**config.mk**
```make
export PLATFORM = sky130hd
export DESIGN_NAME = uart_bus_slave
export DESIGN_NICKNAME = d
export VERILOG_FILES = /design/src/rtl/uart_pkg.sv /design/src/rtl/uart_rx_fsm.sv /design/src/rtl/uart_bus_slave.sv
export SDC_FILE = /design/constraint.sdc
export NUM_CORES = 1
export LEC_CHECK = 0
export ABC_CLOCK_PERIOD_IN_PS = 2000
export BUFFER_PORTS_ARGS = -buffer_cell sky130_fd_sc_hd__buf_2
export CAP_MARGIN = 20
export CORE_MARGIN = 4
export CORE_UTILIZATION = 48
export DETAILED_ROUTE_END_ITERATION = 8
export PLACE_DENSITY = 0.83
export SLEW_MARGIN = 10
export SYNTH_ARGS = -nofsm -noshare
export SYNTH_HDL_FRONTEND = slang
export SYNTH_SLANG_ARGS = --single-unit
```
**constraint.sdc**
```tcl
create_clock -name clk -period 2 [get_ports clk]
set_input_delay 0.4 -clock clk [delete_from_list [all_inputs] [get_ports clk]]
set_output_delay 0.4 -clock clk [all_outputs]
set_load 0.02 [all_outputs]
```
**src/rtl/uart_pkg.sv**
```systemverilog
// Shared definitions for the memory-mapped UART: bus addresses, CON register
// bit positions, TX/RX state encodings and a counter-width helper.
package uart_pkg;

    localparam logic [31:0] ADDR_TXD = 32'h4000_0018;
    localparam logic [31:0] ADDR_RXD = 32'h4000_001C;
    localparam logic [31:0] ADDR_CON = 32'h4000_0020;

    localparam int CON_TX_IE    = 0;
    localparam int CON_RX_IE    = 1;
    localparam int CON_TX_DONE  = 2;
    localparam int CON_RX_VALID = 3;
    localparam int CON_TX_BUSY  = 4;
    localparam int CON_OVERRUN  = 5;
    localparam int CON_LOOPBACK = 6;

    typedef enum logic [1:0] {
        TX_IDLE,
        TX_START,
        TX_DATA,
        TX_STOP
    } tx_state_t;

    typedef enum logic [1:0] {
        RX_IDLE,
        RX_START,
        RX_DATA,
        RX_STOP
    } rx_state_t;

    // Width of a counter that must reach clks-1 (never narrower than 1 bit).
    function automatic int cnt_width(input int clks);
        return (clks <= 2) ? 1 : $clog2(clks);
    endfunction

endpackage

```
**src/rtl/uart_rx_fsm.sv**
```systemverilog
// 8N1 receiver: two-flop synchronizer, falling-edge start detection,
// mid-bit sampling and LSB-first shifting. Emits the received byte together
// with a one-cycle frame_ok pulse for every frame whose stop bit is high.
// CLKS_PER_BIT must be at least 4 so the half-bit point is well defined.
module uart_rx_fsm
    import uart_pkg::*;
#(
    parameter int CLKS_PER_BIT = 16
)(
    input  logic       clk,
    input  logic       reset,
    input  logic       rx_in,
    output logic [7:0] rx_byte,
    output logic       frame_ok
);

    localparam int              CW        = cnt_width(CLKS_PER_BIT);
    localparam logic [CW-1:0]   FULL_LAST = CW'(CLKS_PER_BIT - 1);
    localparam logic [CW-1:0]   HALF_LAST = CW'(CLKS_PER_BIT / 2 - 1);

    logic          sync_meta;
    logic          sync_line;
    logic          line_prev;
    rx_state_t     state;
    logic [CW-1:0] cnt;
    logic [2:0]    bit_idx;
    logic [7:0]    shift;

    // Resynchronise the asynchronous line and keep one older copy for edge detection.
    always_ff @(posedge clk or negedge reset) begin
        if (!reset) begin
            sync_meta <= 1'b1;
            sync_line <= 1'b1;
            line_prev <= 1'b1;
        end else begin
            sync_meta <= rx_in;
            sync_line <= sync_meta;
            line_prev <= sync_line;
        end
    end

    // Frame receiver: start-bit qualification at half a bit, then one sample per bit centre.
    always_ff @(posedge clk or negedge reset) begin
        if (!reset) begin
            state    <= RX_IDLE;
            cnt      <= '0;
            bit_idx  <= '0;
            shift    <= '0;
            frame_ok <= 1'b0;
        end else begin
            frame_ok <= 1'b0;
            case (state)
                RX_IDLE: begin
                    if (line_prev && !sync_line) begin
                        state <= RX_START;
                        cnt   <= '0;
                    end
                end
                RX_START: begin
                    if (cnt == HALF_LAST) begin
                        cnt     <= '0;
                        bit_idx <= '0;
                        state   <= sync_line ? RX_IDLE : RX_DATA;
                    end else begin
                        cnt <= cnt + CW'(1);
                    end
                end
                RX_DATA: begin
                    if (cnt == FULL_LAST) begin
                        cnt   <= '0;
                        shift <= {sync_line, shift[7:1]};
                        if (bit_idx == 3'd7) begin
                            state <= RX_STOP;
                        end else begin
                            bit_idx <= bit_idx + 3'd1;
                        end
                    end else begin
                        cnt <= cnt + CW'(1);
                    end
                end
                RX_STOP: begin
                    if (cnt == FULL_LAST) begin
                        cnt      <= '0;
                        state    <= RX_IDLE;
                        frame_ok <= sync_line;
                    end else begin
                        cnt <= cnt + CW'(1);
                    end
                end
                default: begin
                    state <= RX_IDLE;
                    cnt   <= '0;
                end
            endcase
        end
    end

    assign rx_byte = shift;

endmodule

```
**src/rtl/uart_bus_slave.sv**
```systemverilog
// Memory-mapped 8N1 UART on the CPU data bus: TXD/RXD/CON registers,
// transmitter FSM, status flags and a level interrupt. Reads are
// combinational; every register side effect happens on the clock edge.
// Optional feature: define UART_LOOPBACK_EN to make CON[6] a loopback
// control that feeds the internal TX line into the receiver.
module uart_bus_slave
    import uart_pkg::*;
#(
    parameter int CLK_HZ = 50_000_000,
    parameter int BAUD   = 9600
)(
    input  logic        clk,
    input  logic        reset,
    input  logic        rd,
    input  logic        wr,
    input  logic [31:0] addr,
    input  logic [31:0] wdata,
    output logic [31:0] rdata,
    input  logic        uart_rx,
    output logic        uart_tx,
    output logic        irq
);

    localparam int            CLKS_PER_BIT = CLK_HZ / BAUD;
    localparam int            CW           = cnt_width(CLKS_PER_BIT);
    localparam logic [CW-1:0] FULL_LAST    = CW'(CLKS_PER_BIT - 1);

    logic          hit_txd;
    logic          hit_rxd;
    logic          hit_con;
    logic          wr_txd;
    logic          wr_con;
    logic          rd_con;
    logic          rd_rxd;

    tx_state_t     tx_state;
    logic [CW-1:0] tx_cnt;
    logic [2:0]    tx_bit;
    logic [7:0]    tx_byte;
    logic          tx_line;
    logic          tx_done;
    logic          tx_busy;

    logic          tx_ie;
    logic          rx_ie;
    logic          rx_valid;
    logic          overrun;
    logic [7:0]    rx_data;
    logic          loopback;

    logic          rx_in;
    logic [7:0]    rx_byte;
    logic          frame_ok;
    logic [31:0]   con_value;
    logic          unused_wdata;

    assign hit_txd = (addr == ADDR_TXD);
    assign hit_rxd = (addr == ADDR_RXD);
    assign hit_con = (addr == ADDR_CON);
    assign wr_txd  = wr & hit_txd;
    assign wr_con  = wr & hit_con;
    assign rd_con  = rd & hit_con;
    assign rd_rxd  = rd & hit_rxd;

    assign tx_busy = (tx_state != TX_IDLE);

    // Transmitter: start, eight data bits LSB first, stop; the line register changes with the state.
    always_ff @(posedge clk or negedge reset) begin
        if (!reset) begin
            tx_state <= TX_IDLE;
            tx_cnt   <= '0;
            tx_bit   <= '0;
            tx_byte  <= '0;
            tx_line  <= 1'b1;
            tx_done  <= 1'b0;
        end else begin
            if (rd_con) begin
                tx_done <= 1'b0;
            end
            case (tx_state)
                TX_IDLE: begin
                    if (wr_txd) begin
                        tx_byte  <= wdata[7:0];
                        tx_line  <= 1'b0;
                        tx_cnt   <= '0;
                        tx_state <= TX_START;
                    end
                end
                TX_START: begin
                    if (tx_cnt == FULL_LAST) begin
                        tx_cnt   <= '0;
                        tx_bit   <= '0;
                        tx_line  <= tx_byte[0];
                        tx_state <= TX_DATA;
                    end else begin
                        tx_cnt <= tx_cnt + CW'(1);
                    end
                end
                TX_DATA: begin
                    if (tx_cnt == FULL_LAST) begin
                        tx_cnt <= '0;
                        if (tx_bit == 3'd7) begin
                            tx_line  <= 1'b1;
                            tx_state <= TX_STOP;
                        end else begin
                            tx_bit  <= tx_bit + 3'd1;
                            tx_line <= tx_byte[tx_bit + 3'd1];
                        end
                    end else begin
                        tx_cnt <= tx_cnt + CW'(1);
                    end
                end
                TX_STOP: begin
                    if (tx_cnt == FULL_LAST) begin
                        tx_cnt   <= '0;
                        tx_state <= TX_IDLE;
                        tx_done  <= 1'b1;
                    end else begin
                        tx_cnt <= tx_cnt + CW'(1);
                    end
                end
                default: begin
                    tx_state <= TX_IDLE;
                    tx_cnt   <= '0;
                    tx_line  <= 1'b1;
                end
            endcase
        end
    end

    // Control and receive status; a flag being set in the same cycle as its clearing read wins.
    always_ff @(posedge clk or negedge reset) begin
        if (!reset) begin
            tx_ie    <= 1'b0;
            rx_ie    <= 1'b0;
            rx_valid <= 1'b0;
            overrun  <= 1'b0;
            rx_data  <= '0;
        end else begin
            if (wr_con) begin
                tx_ie <= wdata[CON_TX_IE];
                rx_ie <= wdata[CON_RX_IE];
            end
            if (rd_con) begin
                overrun <= 1'b0;
            end
            if (rd_rxd) begin
                rx_valid <= 1'b0;
            end
            if (frame_ok) begin
                rx_data  <= rx_byte;
                rx_valid <= 1'b1;
                if (rx_valid) begin
                    overrun <= 1'b1;
                end
            end
        end
    end

`ifdef UART_LOOPBACK_EN
    // Loopback control bit; when set the receiver listens to our own TX line.
    always_ff @(posedge clk or negedge reset) begin
        if (!reset) begin
            loopback <= 1'b0;
        end else if (wr_con) begin
            loopback <= wdata[CON_LOOPBACK];
        end
    end

    assign rx_in = loopback ? tx_line : uart_rx;
`else
    assign loopback = 1'b0;
    assign rx_in    = uart_rx;
`endif

    uart_rx_fsm #(
        .CLKS_PER_BIT (CLKS_PER_BIT)
    ) u_rx (
        .clk      (clk),
        .reset    (reset),
        .rx_in    (rx_in),
        .rx_byte  (rx_byte),
        .frame_ok (frame_ok)
    );

    // Assemble the CON read view from the individual flags.
    always_comb begin
        con_value               = '0;
        con_value[CON_TX_IE]    = tx_ie;
        con_value[CON_RX_IE]    = rx_ie;
        con_value[CON_TX_DONE]  = tx_done;
        con_value[CON_RX_VALID] = rx_valid;
        con_value[CON_TX_BUSY]  = tx_busy;
        con_value[CON_OVERRUN]  = overrun;
        con_value[CON_LOOPBACK] = loopback;
    end

    // Combinational read mux so the CPU sees data in the same MEM-stage cycle.
    always_comb begin
        rdata = '0;
        if (rd) begin
            if (hit_rxd) begin
                rdata = {24'h0, rx_data};
            end else if (hit_con) begin
                rdata = con_value;
            end
        end
    end

    assign uart_tx      = tx_line;
    assign irq          = (tx_ie & tx_done) | (rx_ie & rx_valid);
    assign unused_wdata = ^wdata[31:8];

endmodule

```
# --- Word-level counts from Yosys, hierarchy flattened ---
# Index checks and enable logic that the tools add are counted.
word_totals:
  regBits: 70
  inputBits: 69
  out_inout_bits: 34
  wordCells: 123
op_classes:
  addsub: 4
  order_cmp: 1
  eq_ne: 26
  n_mux: 48
  bitwise_logic: 7
  reduce_logical: 18
op_table:
  columns: ["op", "count"]
  rows:
  - ["equality test 32 x 31 -> 1 bit, second input constant", 3]
  - ["two-way mux 13 bit", 5]
  - ["one-hot mux 13 bit (3 select lines)", 1]
  - ["adder 13 x 1 -> 13 bit, second input constant", 2]
  - ["equality test 13 bit, second input constant", 2]
  - ["one-hot mux 13 bit (2 select lines)", 1]
  - ["two-way mux 2 bit", 11]
  - ["two-way mux 3 bit", 6]
  - ["two-way mux 8 bit", 2]
  - ["one-hot mux 2 bit (4 select lines)", 2]
  - ["two-way mux 1 bit", 15]
  - ["inequality test 2 bit, second input constant", 7]
  - ["equality test 13 x 12 -> 1 bit, second input constant", 1]
  - ["one-hot mux 3 bit (2 select lines)", 2]
  - ["AND reduction 4 bit", 3]
  - ["inequality test 2 x 1 -> 1 bit, second input constant", 5]
  - ["AND reduction 5 bit", 2]
  - ["equality test 2 bit, second input constant", 4]
  - ["nonzero test 2 bit", 4]
  - ["adder 3 x 1 -> 3 bit, second input constant", 2]
  - ["bitwise AND 1 bit", 6]
  - ["equality test 3 bit, second input constant", 2]
  - ["two-way mux 6 bit", 1]
  - ["equality test 2 x 1 -> 1 bit, second input constant", 2]
  - ["other kinds (11)", 13]

# --- Longest topological paths before layout ---
# Gate-level depths: netlist (run 1).
logic_depth:
  word_depth: 6
  depth_mapped: 7
  mapped_depth_nobuf: 7

# --- By module ---
# Synthesis (run 1) repeated with hierarchy kept, for this count alone.
unflattened:
  cells_unflattened: 367
  area_unflattened_um2: 3886.2
by_module_without_submodules:
  columns: ["mod", "instances", "cells_per_inst", "area_per_inst_um2", "seq_area_each_um2"]
  rows:
  - ["uart_bus_slave", 1, 229, 2414.8, 1002.2]
  - ["uart_rx_fsm", 1, 138, 1471.4, 754.5]

# --- Worst setup path before layout (run 1) ---
# OpenSTA, ideal clock, no wires.
synth_timing:
  path_type: "input to output"
  start: "in addr[20]"
  end: "out rdata[3]"
  arrival_ns: 1.754
  required_time_ns: 1.600
  slack_ns: -0.154
  stages: 5
  path_buffers: 0
  path_cell_list: "nor4_1 nand3_2 nor2_1 nand3_1 o21ai_0"
synth_via:
  elab_chain_len: 4
  elab_cells_between_ends: 5
  cone_classes: "eq/ne (2); mux (3)"
synth_rtl:
  columns: ["item", "line", "source"]
  rows:
  - ["from (decl)", "uart_bus_slave.sv:16", "input logic [31:0] addr,"]
  - ["equality test 32 x 31 -> 1 bit", "uart_bus_slave.sv:59", "assign hit_con = (addr == ADDR_CON);"]
  - ["two-way mux 6 bit", "uart_bus_slave.sv:204", "end else if (hit_con) begin"]
  - ["two-way mux 8 bit *", "uart_bus_slave.sv:202", "if (hit_rxd) begin"]
  - ["two-way mux 8 bit *", "uart_bus_slave.sv:201", "if (rd) begin"]
  - ["to (decl)", "uart_bus_slave.sv:18", "output logic [31:0] rdata,"]
# Every way passes the cells marked *; elsewhere a longest branch is shown, timed or not.

# --- Worst setup path in the final report (run 1) ---
layout_timing:
  start: "in addr[1]"
  end: "out rdata[5]"
# Same word-level chain as after synthesis.

==> flow_summary.json, run 1 <==
{
  "outcome": "finished with violations",
  "violations": "negative setup slack",
  "clockBufferDepth": 2,
  "cp_slowest_stage_delay_ns": 0.32,
  "synth_edf_count": 0,
  "comb_power_share_pct": 16.0,
  "synth_seq_area_share_pct": 43.9,
  "area_growth_pct": 30.4,
  "p_leak_nw": 2.48,
  "port_buffers": 54,
  "die_h_um": 99.3,
  "ys_warn_count": 0,
  "syn_area_per_cell_um2": 10.8,
  "yosysTopAreaCellShare_pct": 41.3,
  "drc": 0,
  "synthTopCellsByCount": "dfrtp_1 (66), mux2_2 (29), buf_4 (24), o21ai_0 (24), nand2_1 (23)",
  "ys_seq_elements": 70,
  "dieArea_mm2": 0.00986,
  "vias": 3642,
  "setup_violations": 14,
  "fin_util_pct": 63.8,
  "synth_cell_types": 56,
  "cp.required_ns": 1.60,
  "n_antenna_cell": 0,
  "fp-row-count": 33,
  "maxCapViolations": 0,
  "yosysMostFrequentCell": "dfrtp_1",
  "net-switching-power_w": 0.00100,
  "drt_iter0_drc": 318,
  "hold_viol": 0,
  "hp-class": "in -> reg",
  "pwr-share-clk_pct": 40.5,
  "vias_per_cell": 6.22,
  "layout_setup_ws_ns": -0.273,
  "crit_fanout": 4,
  "wl_per_cell_um": 21.2,
  "grt_pass1_vias": 3424,
  "path_buf_inv": 3,
  "final_antenna_net_count": 0,
  "swShare_pct": 27.8,
  "htree_levels": 3,
  "core_mm2": 0.00818,
  "clkSinkCount": 70,
  "root_buffer": "clkbuf_8",
  "cts_buffers": 9,
  "slowest_stage": "nor4_4",
  "seq_power_share_pct": 43.5,
  "synth_ff_type": "dfrtp_1",
  "synth_area_leaders": "dfrtp_1 (41%), mux2_2 (8.2%), buf_4 (4.5%), ha_1 (3.8%), o21ai_0 (3.0%)",
  "cp.arrival_ns": 1.87,
  "grt_max_degree": 25,
  "path_cells": "buf_2, nor4_4, nand4_4, buf_6, nor2_4, and3_4, a22o_1, buf_6",
  "critPathLaunchType": "input port",
  "drive_gt1_share_pct": 41.6,
  "vdd_drop_max_v": 0.000767,
  "p_int_w": 0.00261,
  "worstSetupEndpointType": "output port",
  "nets": 557,
  "max_slew.worst_pin.slew_ns": 0.525,
  "gr-usage-all-layers_pct": 21.1,
  "maxSlewViolCount": 0,
  "syn-cell-area_mm2": 0.00400,
  "final.setup_skew_ns": 0.0118,
  "p_per_area_mw_per_mm2": 694,
  "grt.overflow.total": 0,
  "gp_congestion": 0.837,
  "crit_top_cell": "buf_6",
  "async_flop_share_pct": 100,
  "slew-limit-headroom_pct": 64.5,
  "crit_type": "in -> out",
  "rsz0062_at_grt": "true",
  "die_w_um": 99.3,
  "max_freq_mhz": 440,
  "placed_cell_area_mm2": 0.00451,
  "grt_pass1_wl_um": 16800,
  "fin_crit_sh_pct": 114,
  "synthesis.instances": 371,
  "synth_top_cell_by_area": "dfrtp_1",
  "wirelength_um": 12400,
  "clock_latency_ns": 0.35,
  "fin_tns_setup_ns": -1.90,
  "cts_tree": "yes",
  "start_util_pct": 48.9,
  "ios": 103,
  "min_period_ns": 2.27,
  "clkTransAtPathRegs_ns": 0.08,
  "pre_cts_ws_ns": -0.278,
  "drt_first_pass_iters": 5,
  "antenna_found_initial": 0,
  "final_area_mm2": 0.00521,
  "critical_path.top_delay_family": "simple AND/OR/NAND/NOR gates",
  "dp_hpwl_um": 6260
}
==> cells by family (layout without fill, tap and decap cells) <==
kind of cell / after synthesis / count (layout) / synth area share, %
adders and majority gates: 12 / 12 / 3.75
other: 1 / 24 / 0.0938
DFF: 70 / 70 / 43.9
and+or+nand+nor: 117 / 117 / 19.4
buffers and inverters: 50 / 137 / 7.23
muxes: 37 / 37 / 10.8
AOI/OAI and AO/OA: 84 / 84 / 14.8
==> what timing repair did <==
item                                    4_1_cts  5_1_grt
endpoints found under the hold margin        15        0
endpoints found under the setup margin       35       50
hold buffers                                  1        0
buffers inserted                              4       12
gates cloned                                  1        1
pin swaps                                    15       12
gates resized for setup                      38       39
==> path summary, 6_finish.rpt <==
kind	from	end	slack [ns]	cells past startpoint
max in group asynchronous	reset	u_rx.sync_meta	0.78	3
min in group asynchronous	reset	u_rx.bit_idx[1]	0.53	2
max reg2reg	u_rx.cnt[0]	u_rx.bit_idx[1]	-0.04	7
min	uart_rx	u_rx.sync_meta	0.13	1
max	addr[1]	rdata[5]	-0.27	8
min reg2reg	u_rx.sync_meta	u_rx.sync_line	0.36	0
==> metrics by stage <==
| step | hold slack (ns) | std cells | total power, W |
|---|---|---|---|
| 2_1_floorplan | 0.104 | 394 | 0.00191 |
| 3_3_place_gp | 0.346 | 552 | 0.00205 |
| 3_5_place_dp | 0.349 | 552 | 0.00207 |
| 4_1_cts | 0.128 | 574 | 0.00353 |
| 5_1_grt | 0.118 | 586 | 0.00376 |
| 6_report | 0.133 | 586 | 0.00362 |
==> power groups by stage <==
stage / combinational (W) / clock (W) / sequential [W]
after floorplan: 0.000322 / 0 / 0.00159
after global placement: 0.000451 / 0 / 0.00159
after detailed placement: 0.000471 / 0 / 0.00160
after CTS: 0.000491 / 0.00147 / 0.00157
after global routing: 0.000627 / 0.00155 / 0.00158
final: 0.000580 / 0.00146 / 0.00157
==> registers in the layout, indices dropped and copies added (netlist names), named ones only <==
register and cells:
overrun 1, rx_data 8, rx_ie 1, rx_valid 1, tx_bit 3, tx_byte 8, tx_cnt 13, tx_done 1
tx_ie 1, tx_state 2, u_rx.bit_idx 3, u_rx.cnt 13, u_rx.frame_ok 1, u_rx.line_prev 1, u_rx.rx_byte 8, u_rx.state 1
u_rx.sync_line 1, u_rx.sync_meta 1, uart_tx 1
==> placed cells by master (no fill, tap or decap), drive strengths merged, types with 5 or more instances in the layout <==
cell type and count:
nor3 7, clkbuf 10, conb 24, ha 12, dfrtp 66, nor2 20, inv 19, o21ai 27
a21oi 9, nor4 9, mux2i 5, nand4 8, buf 103, and3 8, nand3 14, o31ai 8
and2 5, nand2 24, mux2 30, a22o 13, a31oi 13
==> final cells by class <==
type / instances / area [um2]
Sequential cell: 70 / 1760
Timing Repair Buffer: 104 / 767
Multi-Input combinational cell: 274 / 2240
Inverter: 17 / 63.8
Fill cell: 550 / 2960
Tap cell: 105 / 131
Clock buffer: 10 / 138
Clock inverter: 6 / 116
==> layer usage <==
layer	GRT usage (%)	share of wire (%)	wire length (um)
met1	24.8	37	4550
met2	37.2	52	6410
met3	4.91	6.9	864
met4	8.61	5.0	620
met5	0	0	0
No activity file was read; power rests on OpenSTA's default activity.
==> inputs of run 2 (changes only) <==
--- a/config.mk
+++ b/config.mk
@@ -8,10 +8,11 @@
 export ABC_CLOCK_PERIOD_IN_PS = 2000
 export BUFFER_PORTS_ARGS = -buffer_cell sky130_fd_sc_hd__buf_2
 export CAP_MARGIN = 20
-export CORE_MARGIN = 4
+export CORE_MARGIN = 2
 export CORE_UTILIZATION = 48
 export DETAILED_ROUTE_END_ITERATION = 8
 export PLACE_DENSITY = 0.83
+export SETUP_SLACK_MARGIN = 0.05
 export SLEW_MARGIN = 10
 export SYNTH_ARGS = -nofsm -noshare
 export SYNTH_HDL_FRONTEND = slang
==> run 2 against run 1 <==
The flow still finishes with violations (negative setup slack). Wire length fell by 9.0%. Largest cell class unchanged. Power fell by 8.1%. Fmax fell by 2.0%. Worst setup slack lost 0.046 ns. Via count shrank 4.0%. Final cell count is 1.0% lower. Core utilization fell by 0.40 points. Die area is 7.9% lower. Highest routed layer unchanged. Register-to-register slack barely moved. Count of clock-buffer cells in the layout shrank 1. Combinational power shrank 9.0%. Critical endpoint unchanged.
==> flow_summary.json, run 2 (synthesis results as in run 1) <==
{
  "vias": 3495,
  "hold_ws_ns": 0.0485,
  "gr-usage-all-layers_pct": 22.1,
  "port_buffers": 54,
  "cp.required_ns": 1.60,
  "nets": 551,
  "slowest_stage": "nor4_4",
  "fin_crit_sh_pct": 116,
  "wl_per_cell_um": 19.5,
  "p_per_area_mw_per_mm2": 645,
  "largestRegisters": "tx_cnt x13, u_rx.cnt x13",
  "rsz0062_at_grt": "true",
  "min_period_ns": 2.32,
  "antenna_found_initial": 0,
  "setup_violations": 12,
  "n_antenna_cell": 0,
  "slew-limit-headroom_pct": 64.4,
  "crit_fanout": 5,
  "final.setup_skew_ns": 0.0110,
  "dp_hpwl_um": 6040,
  "path_cells": "buf_2, nor4_4, nand4_4, nor4_4, buf_6, a22o_1, buf_6",
  "grt_pass1_vias": 3208,
  "cts_hold_buffers": 0,
  "hp-class": "in -> async",
  "drc": 0,
  "ios": 103,
  "wirelength_um": 11300,
  "drive_gt1_share_pct": 41.9,
  "fin_util_pct": 63.4,
  "drt_first_pass_iters": 7,
  "outcome": "finished with violations",
  "maxCapViolations": 0,
  "die_w_um": 95.3,
  "die_h_um": 95.3,
  "final_antenna_net_count": 0,
  "cp.arrival_ns": 1.92,
  "max_slew.worst_pin.slew_ns": 0.526,
  "cp_slowest_stage_delay_ns": 0.41,
  "grt_pass1_wl_um": 15500,
  "maxSlewViolCount": 0,
  "placed_cell_area_mm2": 0.00457,
  "place_inst": 555,
  "finalNonFillerCells": 580,
  "clkTransAtPathRegs_ns": 0.09,
  "root_buffer": "clkbuf_8",
  "max_freq_mhz": 431,
  "p_leak_nw": 2.43,
  "clkSinkCount": 70,
  "dieArea_mm2": 0.00908,
  "clock_latency_ns": 0.36,
  "grt.overflow.total": 0,
  "grt_max_degree": 71,
  "fp-row-count": 33,
  "gp_congestion": 0.819,
  "clockBufferDepth": 2,
  "start_util_pct": 49.2,
  "hold_viol": 0,
  "cts_buffers": 9,
  "crit_type": "in -> out",
  "layout_setup_ws_ns": -0.320,
  "final_common_cell": "dfrtp_1",
  "core_mm2": 0.00813,
  "vdd_drop_max_v": 0.000708,
  "area_growth_pct": 28.9,
  "htree_levels": 3,
  "n_fill_cell": 550,
  "worstSetupEndpointType": "output port",
  "cts_tree": "yes",
  "critPathLaunchType": "input port",
  "final_cell_mix": "dfrtp_1 (63), buf_2 (36), buf_4 (33)",
  "final_area_mm2": 0.00515,
  "vias_per_cell": 6.03,
  "violations": "negative setup slack",
  "drt_iter0_drc": 281
}
## run 2: metrics by stage
| step | worst slack, ns | TNS [ns] | total power [W] |
|---|---|---|---|
| after floorplan | -0.0594 | -0.283 | 0.00191 |
| after global placement | -0.266 | -4.13 | 0.00206 |
| after detailed placement | -0.285 | -4.67 | 0.00209 |
| after CTS | -0.224 | -1.54 | 0.00327 |
| after global routing | -0.374 | -3.51 | 0.00346 |
| final | -0.320 | -2.44 | 0.00332 |
## run 2: area by class of cell
| class | instances | area, um2 | area share (%) |
|---|---|---|---|
| timing repair buffer | 97 | 783 | 15.2 |
| multi-input combinational | 275 | 2210 | 42.9 |
| clock inverter | 7 | 78.8 | 1.53 |
| tap | 105 | 131 | 2.55 |
| sequential | 70 | 1760 | 34.2 |
| inverter | 17 | 63.8 | 1.24 |
| clock buffer | 9 | 124 | 2.40 |
## run 2: final timing paths
| kind | from | end | slack [ns] | cells after the start |
|---|---|---|---|---|
| min in group clk | uart_rx | u_rx.sync_meta | 0.13 | 1 |
| min reg2reg | u_rx.sync_meta | u_rx.sync_line | 0.36 | 0 |
| max reg2reg | tx_cnt[9] | tx_cnt[12] | -0.05 | 7 |
| max in group asynchronous | reset | uart_tx | 1.62 | 2 |
| min | reset | u_rx.bit_idx[1] | 0.05 | 2 |
| max | addr[1] | rdata[5] | -0.32 | 7 |
## run 2: layer usage
metal  share of wire [%]  routed length [um]  vias up  track usage (%)
met4                 3.8                 433        0             9.06
met2                  53                6020      172             38.7
met5                   0                   0        -                0
met3                 5.4                 614       49             3.64
met1                  38                4260     1747             27.2
li1                    -                   -     1527                -
## run 2: critical path: cells and delay by family
family | cells | cell delay, ns
simple gates | 3 | 0.91
buf+inv | 3 | 0.44
compound gates | 1 | 0.18
## run 2: timing repair
| action | in CTS | in global routing |
|---|---|---|
| cloned | 1 | 2 |
| buffers inserted | 4 | 3 |
| pin swaps | 15 | 17 |
| endpoints found under the setup margin | 29 | 51 |
| gates resized for setup | 40 | 40 |
## run 2: power breakdown
part           internal [W]  switching, W
Combinational      0.000233      0.000296
Sequential          0.00149      0.000108
Clock              0.000588      0.000606
Total               0.00231       0.00101
==> inputs of run 3 (changes only) <==
--- a/config.mk
+++ b/config.mk
@@ -11,6 +11,8 @@
 export CORE_MARGIN = 2
 export CORE_UTILIZATION = 48
 export DETAILED_ROUTE_END_ITERATION = 8
+export HOLD_SLACK_MARGIN = 0.06
+export MAX_ROUTING_LAYER = met4
 export PLACE_DENSITY = 0.83
 export SETUP_SLACK_MARGIN = 0.05
 export SLEW_MARGIN = 10
==> run 3 against run 2 <==
The run still ends with negative setup slack left. Sequential power is essentially flat. Critical endpoint is now rdata[0]. Clock power is essentially flat. Die area is the same. Non-clock buffer count shrank 2. Highest routed layer unchanged. Largest power group unchanged. Global-route usage grew 0.72 points. Critical path type unchanged. Flip-flop and latch count is the same. Count of clock-buffer cells in the layout is the same. Power shrank 0.76%. Core utilization shrank 0.17 points. Via count shrank 1.9%.
==> flow_summary.json, run 3 (synthesis results as in run 1) <==
{
  "final_common_cell": "dfrtp_1",
  "grt_pass1_vias": 3208,
  "pre_cts_ws_ns": -0.285,
  "setup_violations": 9,
  "largestRegisters": "tx_cnt x13, u_rx.cnt x13",
  "maxCapViolations": 0,
  "p_per_area_mw_per_mm2": 642,
  "wirelength_um": 10800,
  "grt_max_degree": 71,
  "die_h_um": 95.3,
  "nets": 549,
  "die_w_um": 95.3,
  "clkTransAtPathRegs_ns": 0.08,
  "hp-class": "in -> async",
  "drive_gt1_share_pct": 41.9,
  "n_antenna_cell": 0,
  "grt.overflow.total": 0,
  "hold_ws_ns": 0.0461,
  "layout_setup_ws_ns": -0.329,
  "dp_hpwl_um": 6040,
  "maxSlewViolCount": 0,
  "core_mm2": 0.00813,
  "p_leak_nw": 2.41,
  "cp.arrival_ns": 1.93,
  "fp-row-count": 33,
  "port_buffers": 54,
  "grt_pass1_wl_um": 15500,
  "crit_type": "in -> out",
  "clock_latency_ns": 0.35,
  "cts_buffers": 9,
  "min_period_ns": 2.33,
  "drt_first_pass_iters": 7,
  "ios": 103,
  "crit_fanout": 4,
  "hold_viol": 0,
  "drc": 0,
  "critPathLaunchType": "input port",
  "htree_levels": 3,
  "dieArea_mm2": 0.00908,
  "start_util_pct": 49.2,
  "final.setup_skew_ns": 0.0115,
  "fin_crit_sh_pct": 116,
  "cp.required_ns": 1.60,
  "cts_hold_buffers": 0,
  "gp_congestion": 0.832,
  "final_antenna_net_count": 0,
  "vias": 3427,
  "vdd_drop_max_v": 0.000754,
  "rsz0062_at_grt": "true",
  "root_buffer": "clkbuf_8",
  "max_freq_mhz": 429,
  "final_cell_mix": "dfrtp_1 (63), buf_2 (35), buf_4 (32)",
  "wl_per_cell_um": 18.6,
  "vias_per_cell": 5.93,
  "area_growth_pct": 28.5,
  "fin_util_pct": 63.2,
  "drt_iter0_drc": 327,
  "clkSinkCount": 70,
  "violations": "negative setup slack",
  "cts_tree": "yes",
  "gr-usage-all-layers_pct": 22.9,
  "antenna_found_initial": 0,
  "clockBufferDepth": 2,
  "fin_tns_setup_ns": -2.54,
  "worstSetupEndpointType": "output port",
  "outcome": "finished with violations"
}
==> run 3: cell count changes in the layout (fill, tap and decap cells not counted) <==
cell and delta:
buf_6 +1, a31oi_2 -1, a31oi_4 +1, o21ai_1 -1
clkbuf_16 -1, buf_4 -1, buf_2 -1, o21ai_2 +1
==> run 3: critical path, cell delays in order <==
cell	delay, ns
buf_6	0.09
nor4b_4	0.36
nand4_4	0.17
nor4_4	0.41
buf_4	0.21
a22o_1	0.16
buf_6	0.12
==> run 3: cell type report <==
cell class / count / area, um2
clock buffer: 9 / 124
clock inverter: 7 / 78.8
fill: 556 / 2990
inverter: 17 / 63.8
multi-input combinational: 275 / 2220
sequential: 70 / 1760
tap: 105 / 131
timing repair buffer: 95 / 757
==> run 3: where the power goes <==
| part | leakage [nW] | internal [W] | total, W | switching [W] |
|---|---|---|---|---|
| Clock | 0.0929 | 0.000588 | 0.00117 | 0.000585 |
| Combinational | 1.41 | 0.000234 | 0.000528 | 0.000294 |
| Sequential | 0.914 | 0.00149 | 0.00160 | 0.000104 |
==> run 3: final timing paths <==
check                                     from              end  slack, ns  depth (start not counted)
worst max-delay path                  addr[13]         rdata[0]      -0.33                          7
worst min-delay path                     reset  u_rx.bit_idx[1]       0.05                          2
worst max register to register       tx_cnt[5]      tx_state[1]      -0.07                          5
worst min register to register  u_rx.sync_meta   u_rx.sync_line       0.36                          0
max in group asynchronous                reset   u_rx.line_prev       1.62                          2
min in group clk                       uart_rx   u_rx.sync_meta       0.13                          1
==> run 3: what timing repair did <==
action,4_1_cts,5_1_grt
cloned,1,1
endpoints found under the hold margin,0,0
pin swaps,15,17
setup buffers,4,2
setup endpoints to repair,29,51
resized for setup,40,43
==> run 3: stage by stage <==
step | total power [W] | cells | instance area [um2]
after global routing | 0.00346 | 578 | 5140
after CTS | 0.00327 | 576 | 4990
after detailed placement | 0.00209 | 555 | 4570
after global placement | 0.00206 | 555 | 4570
final | 0.00330 | 578 | 5140
after floorplan | 0.00191 | 394 | 4110
==> run 3: per-layer routing <==
| metal | GRT usage [%] | vias to the layer above | share of wire [%] | routed length, um |
|---|---|---|---|---|
| met4 | 8.33 | 0 | 5.4 | 582 |
| met5 | - | - | 0 | 0 |
| li1 | - | 1532 | - | - |
| met2 | 38.6 | 169 | 52 | 5560 |
| met3 | 4.27 | 48 | 5.2 | 561 |
| met1 | 27.4 | 1678 | 38 | 4070 |
